### src/rtl/riscv_pkg.sv
// Shared core package: architectural sizing for the integer register file and
// anything else that needs to agree on register width and count.
//
// Contents:
//   XLEN    - data width of an architectural register
//   NREG    - number of architectural registers (x0..x31)
//   REG_AW  - register-address width
//   reg_addr_t / xreg_t - convenience types at the default sizes
package riscv_pkg;

  localparam int unsigned XLEN   = 32;
  localparam int unsigned NREG   = 32;
  localparam int unsigned REG_AW = 5;

  typedef logic [REG_AW-1:0] reg_addr_t;
  typedef logic [XLEN-1:0]   xreg_t;

endpackage

### src/rtl/reg_scoreboard.sv
// Register scoreboard: one pending (busy) bit per architectural register,
// the issue-stall decision and a sticky error flag for unexpected write-backs.
//
// Ports:
//   clk, rst            - clock; asynchronous active-high reset
//   wb_we, wb_rd        - write-back enable / destination (clears busy)
//   rs1_addr, rs2_addr  - source registers of the instruction at issue
//   iss_valid           - decode presents an instruction
//   iss_werf, iss_rd    - issuing instruction writes iss_rd
//   stall               - issue blocked this cycle (combinational)
//   sb_err              - sticky: write-back hit a register that was not pending
module reg_scoreboard #(
  parameter int unsigned NREG   = riscv_pkg::NREG,
  parameter int unsigned REG_AW = riscv_pkg::REG_AW
) (
  input  logic              clk,
  input  logic              rst,
  input  logic              wb_we,
  input  logic [REG_AW-1:0] wb_rd,
  input  logic [REG_AW-1:0] rs1_addr,
  input  logic [REG_AW-1:0] rs2_addr,
  input  logic              iss_valid,
  input  logic              iss_werf,
  input  logic [REG_AW-1:0] iss_rd,
  output logic              stall,
  output logic              sb_err
);

  logic [NREG-1:0] busy_q, busy_d;
  logic [NREG-1:0] wb_hit;
  logic [NREG-1:0] iss_hit;
  logic [NREG-1:0] eff_busy;
  logic            accept;
  logic            sb_err_q, sb_err_d;

  // One-hot of the write-back destination; bit 0 never set so x0 is inert.
  always_comb begin
    wb_hit = '0;
    for (int unsigned r = 1; r < NREG; r++) begin
      wb_hit[r] = wb_we && (wb_rd == REG_AW'(r));
    end
  end

  // A write-back landing this cycle already resolves the hazard.
  assign eff_busy = busy_q & ~wb_hit;

  assign stall = iss_valid &&
                 (eff_busy[rs1_addr] || eff_busy[rs2_addr] ||
                  (iss_werf && eff_busy[iss_rd]));

  assign accept = iss_valid && !stall;

  // Kept in its own block: it depends on stall, which depends on wb_hit.
  always_comb begin
    iss_hit = '0;
    for (int unsigned r = 1; r < NREG; r++) begin
      iss_hit[r] = accept && iss_werf && (iss_rd == REG_AW'(r));
    end
  end

  always_comb begin
    // Set after clear: a younger issue to the same register keeps it pending.
    busy_d    = (busy_q & ~wb_hit) | iss_hit;
    busy_d[0] = 1'b0;
    sb_err_d  = sb_err_q || |(wb_hit & ~busy_q);
  end

  always_ff @(posedge clk or posedge rst) begin
    if (rst) begin
      busy_q   <= '0;
      sb_err_q <= 1'b0;
    end else begin
      busy_q   <= busy_d;
      sb_err_q <= sb_err_d;
    end
  end

  assign sb_err = sb_err_q;

endmodule

### src/rtl/reg_file_sb.sv
// Integer register file with write-through bypass and an attached scoreboard.
// x0 reads as zero and ignores writes. Reads are combinational; writes and
// busy updates take effect on the rising clock edge.
//
// Ports:
//   clk, rst            - clock; asynchronous active-high reset
//   wb_we, wb_rd, wb_data - write-back port
//   rs1_addr, rs1_data  - read port 1
//   rs2_addr, rs2_data  - read port 2
//   iss_valid, iss_werf, iss_rd - issuing instruction
//   stall               - issue blocked this cycle
//   sb_err              - sticky scoreboard error
module reg_file_sb #(
  parameter int unsigned XLEN   = riscv_pkg::XLEN,
  parameter int unsigned NREG   = riscv_pkg::NREG,
  parameter int unsigned REG_AW = riscv_pkg::REG_AW
) (
  input  logic              clk,
  input  logic              rst,
  input  logic              wb_we,
  input  logic [REG_AW-1:0] wb_rd,
  input  logic [XLEN-1:0]   wb_data,
  input  logic [REG_AW-1:0] rs1_addr,
  input  logic [REG_AW-1:0] rs2_addr,
  output logic [XLEN-1:0]   rs1_data,
  output logic [XLEN-1:0]   rs2_data,
  input  logic              iss_valid,
  input  logic              iss_werf,
  input  logic [REG_AW-1:0] iss_rd,
  output logic              stall,
  output logic              sb_err
);

  logic [XLEN-1:0] regs_q [NREG];
  logic            wb_wr;

  assign wb_wr = wb_we && (wb_rd != '0);

  always_ff @(posedge clk or posedge rst) begin
    if (rst) begin
      for (int unsigned r = 0; r < NREG; r++) begin
        regs_q[r] <= '0;
      end
    end else if (wb_wr) begin
      regs_q[wb_rd] <= wb_data;
    end
  end

  // Bypass is gated by rst so the read ports show zero throughout reset even
  // if the write-back stage is still driving.
  always_comb begin
    rs1_data = regs_q[rs1_addr];
    if (wb_wr && (wb_rd == rs1_addr)) begin
      rs1_data = wb_data;
    end
    if (rst) begin
      rs1_data = '0;
    end
  end

  always_comb begin
    rs2_data = regs_q[rs2_addr];
    if (wb_wr && (wb_rd == rs2_addr)) begin
      rs2_data = wb_data;
    end
    if (rst) begin
      rs2_data = '0;
    end
  end

  reg_scoreboard #(
    .NREG   (NREG),
    .REG_AW (REG_AW)
  ) u_scoreboard (
    .clk       (clk),
    .rst       (rst),
    .wb_we     (wb_we),
    .wb_rd     (wb_rd),
    .rs1_addr  (rs1_addr),
    .rs2_addr  (rs2_addr),
    .iss_valid (iss_valid),
    .iss_werf  (iss_werf),
    .iss_rd    (iss_rd),
    .stall     (stall),
    .sb_err    (sb_err)
  );

endmodule

### config.mk
export PLATFORM = sky130hd
export DESIGN_NAME = reg_file_sb
export DESIGN_NICKNAME = d
export VERILOG_FILES = /design/src/rtl/riscv_pkg.sv /design/src/rtl/reg_scoreboard.sv /design/src/rtl/reg_file_sb.sv
export SDC_FILE = /design/constraint.sdc
export NUM_CORES = 2
export LEC_CHECK = 0
export BUFFER_PORTS_ARGS = -buffer_cell sky130_fd_sc_hd__buf_2
export CAP_MARGIN = 20
export CORE_MARGIN = 5
export CORE_UTILIZATION = 45
export CTS_CLUSTER_DIAMETER = 30
export DETAILED_ROUTE_END_ITERATION = 12
export GPL_TIMING_DRIVEN = 1
export PLACE_DENSITY = 0.68
export SETUP_SLACK_MARGIN = 0.2
export SYNTH_ARGS = -nofsm -noshare
export SYNTH_HDL_FRONTEND = slang
export SYNTH_HIERARCHICAL = 1
export SYNTH_SLANG_ARGS = --single-unit
### constraint.sdc
create_clock -name clk -period 82.9 [get_ports clk]
set_clock_uncertainty 0.2 [all_clocks]
set_input_delay 24.87 -clock clk [delete_from_list [all_inputs] [get_ports clk]]
set_output_delay 24.87 -clock clk [all_outputs]
set_load 0.1 [all_outputs]
==> reports/results.ini <==
[sta]
period_needed_ns=55.21
rsz0062_at_grt=no
final.setup.worst_slack_ns=27.69
finalSetupViolations=0
fin_crit_sh=0.666
finalSetupTns_ns=0
hold_viol=0
fmax_ghz=0.0181
holdWs_ns=0.194
worst_pin_slew_ns=1.17
slew_violations=0
max_slew_margin=0.221

[job]
max-cap-violations=0

[floorplanning]
core_sq_mm=0.133
initial_utilization=0.451
fp.dieW_um=375
rows=134
die_height_um=375
io_pins=123
dieArea_sq_mm=0.141

[synthesis]
synth_warnings=6
syn_avg_cell_area_sq_um=12.9
yosys.area.top_type_share=0.440
synth_edf_count=0
synth-seq-cells=1056
synth.area.mux_share=0.372
synth_xor_area_frac=0.00234
syn_nets=4695
synth-simple-area-share=0.0405
ys_types=97
synthAdderAreaFrac=0
ys_top_cells_by_area=dfrtp_1 44%, mux2_2 19%, mux4_2 10%
synth_top_family_by_area=multiplexers
yosysTopAreaCell=dfrtp_1
syn-instance-count=4638
synth_ff_type=dfrtp_1
synth-seq-area-share=0.440
yosys-top-cells-count=1,056 x dfrtp_1, 1,016 x mux2_2, 442 x mux2i_1, 343 x clkbuf_1, 274 x mux4_2
synthMostInstantiatedCell=dfrtp_1
synth_compound_area_frac=0.0971
async_reset_ff_frac=1.00
syn_area_sq_mm=0.0600

[critical_path]
cp_data_required_time_ns=57.83
ff2ff_setup_slack_ns=79.88
critical_path.most_common_cell=buf_4
max_stage_delay_ns=0.83
crit_path_cell_trace=buf_8 > buf_12 > buf_4 > buf_4 > mux2i_1 > a221o_1 > o21ai_0 > a31oi_1 > a211oi_1 > buf_2
worstReg2RegStart=u_scoreboard/busy_q[15]
worstPathMaxFanout=114
end_kind=output port
cp_slowest_cell=buf_4
cp.arrival_ns=30.14
worstRegToRegCells=7
r2r_end=u_scoreboard/busy_q[13]
path_class=in2out
cp-start-kind=input port

[routing]
first_iter_violations=4786
vias=44100
vias_per_cell=6.77
routedWlPerCell_um=31.4
drtAntennaViolNets=0
first_pass_iters=6
wl_um=204000
remaining_drc_errors=0

[global_routing]
antenna_found_initial=8
grt_start_max_net_pins=168
grt_pass1_wl_um=301000
grt-ovfl-total=0
grt_pass1_vias=44400
grt_use_total=0.284

[clock_tree]
clkTransAtPathRegs_ns=0.05
cts.repair.resized=0
root_buffer=clkbuf_16
numCtsBuffers=217
htreeDepth=4
cts_max_path_buffers=3
worstSkewPairLatency_ns=0.81
cts_num_sinks=1056
cts_hold_buf=0
postCtsSetupBuffers=0
cts_tree=done

[final_layout]
syn_to_final_growth_pct=15.2
layoutNonFillerInstCount=6512
nets=4606
drive_gt1_frac=0.420

[power_and_ir_drop]
finalPower_mw=1.96
ir_drop_mv=0.0190
power.density_mw_per_mm2=28.4
p_leak_nw=30.3

[worst_hold_path]
min_from=regs_q[1009]
min_to=regs_q[1009]
whs_path_depth=0
hold_path.class=reg2reg

[placement]
place_inst=6096
dp_slack_ns=27.72
place_congestion=0.887
portBuffers=122
hpwl_um=108000

[outcome]
status=finished clean

## cells in the final DEF, fill, tap and decap left out, types with 31 or more instances in the layout
cell and n:
nand2_1 85, mux2i_1 442, nor3_1 49, nor2_1 182
clkbuf_16 220, a221o_1 70, dfrtp_1 1056, a221oi_1 142
nand3_1 42, mux2_2 1016, a21oi_1 58, buf_2 113
buf_4 97, mux4_2 274, bufinv_16 40, clkbuf_8 31
o21ai_0 156, clkinv_2 32, o22ai_1 53
## stage by stage
step	area [sq um]	util
after floorplan	60000	-
after global placement	61100	0.459
after detailed placement	61100	0.459
after CTS	69100	0.520
after global routing	69100	0.520
final	69100	0.520
## critical path: cells and delay by family
kind	cells	cell delay [ns]
mux	1	0.19
buf+inv	5	3.24
compound gates	4	1.36
## how the worst max path moves through the flow
stage | cells after the start | start | endpoint | slack (ns)
after floorplan | 3 | rst | rs1_data[0] | 16.54
after global placement | 10 | rs1_addr[0] | rs1_data[16] | 27.77
after detailed placement | 10 | rs1_addr[0] | rs1_data[18] | 27.72
after CTS | 10 | rs1_addr[0] | rs1_data[18] | 27.73
after global routing | 10 | rs1_addr[0] | rs1_data[18] | 27.50
final | 10 | rs1_addr[0] | rs1_data[16] | 27.69
## registers in the layout, summed over array words and instances (netlist names)
signal	flops
regs_q	1024
u_scoreboard/busy_q	31
u_scoreboard/sb_err	1
## metal layers
| metal | global-route usage | wire length [um] | vias to the layer above |
|---|---|---|---|
| li1 | - | - | 17800 |
| met3 | 0.0660 | 19100 | 645 |
| met5 | 0 | 13 | - |
| met2 | 0.442 | 93700 | 2553 |
| met4 | 0.144 | 11200 | 2 |
| met1 | 0.373 | 80200 | 23100 |
## logic make-up (layout without fill, tap and decap cells)
group,after synthesis,after routing
muxes,1743,1743
xor gates and xnor gates,16,16
and+or+nand+nor,507,507
AOI/OAI and AO/OA,770,770
buffers and inverters,546,647
DFF,1056,1056
other,0,5
## area by class of cell
type | count | area (sq um)
Multi-Input combinational cell | 3036 | 30900
Tap cell | 1768 | 2210
Clock buffer | 272 | 6000
Timing Repair Buffer | 218 | 1420
Sequential cell | 1056 | 26400
Fill cell | 10900 | 63800
Antenna cell | 5 | 12.5
Clock inverter | 137 | 2020
Inverter | 20 | 86.3
## where the power goes
group	internal [mW]	switching [mW]	leakage (nW)	total, mW
Sequential	0.613	0.0738	13.6	0.687
Clock	0.638	0.305	3.88	0.944
Combinational	0.168	0.161	12.9	0.329
Total	1.42	0.540	30.3	1.96
Note: power is estimated with default switching activity, not from simulation.
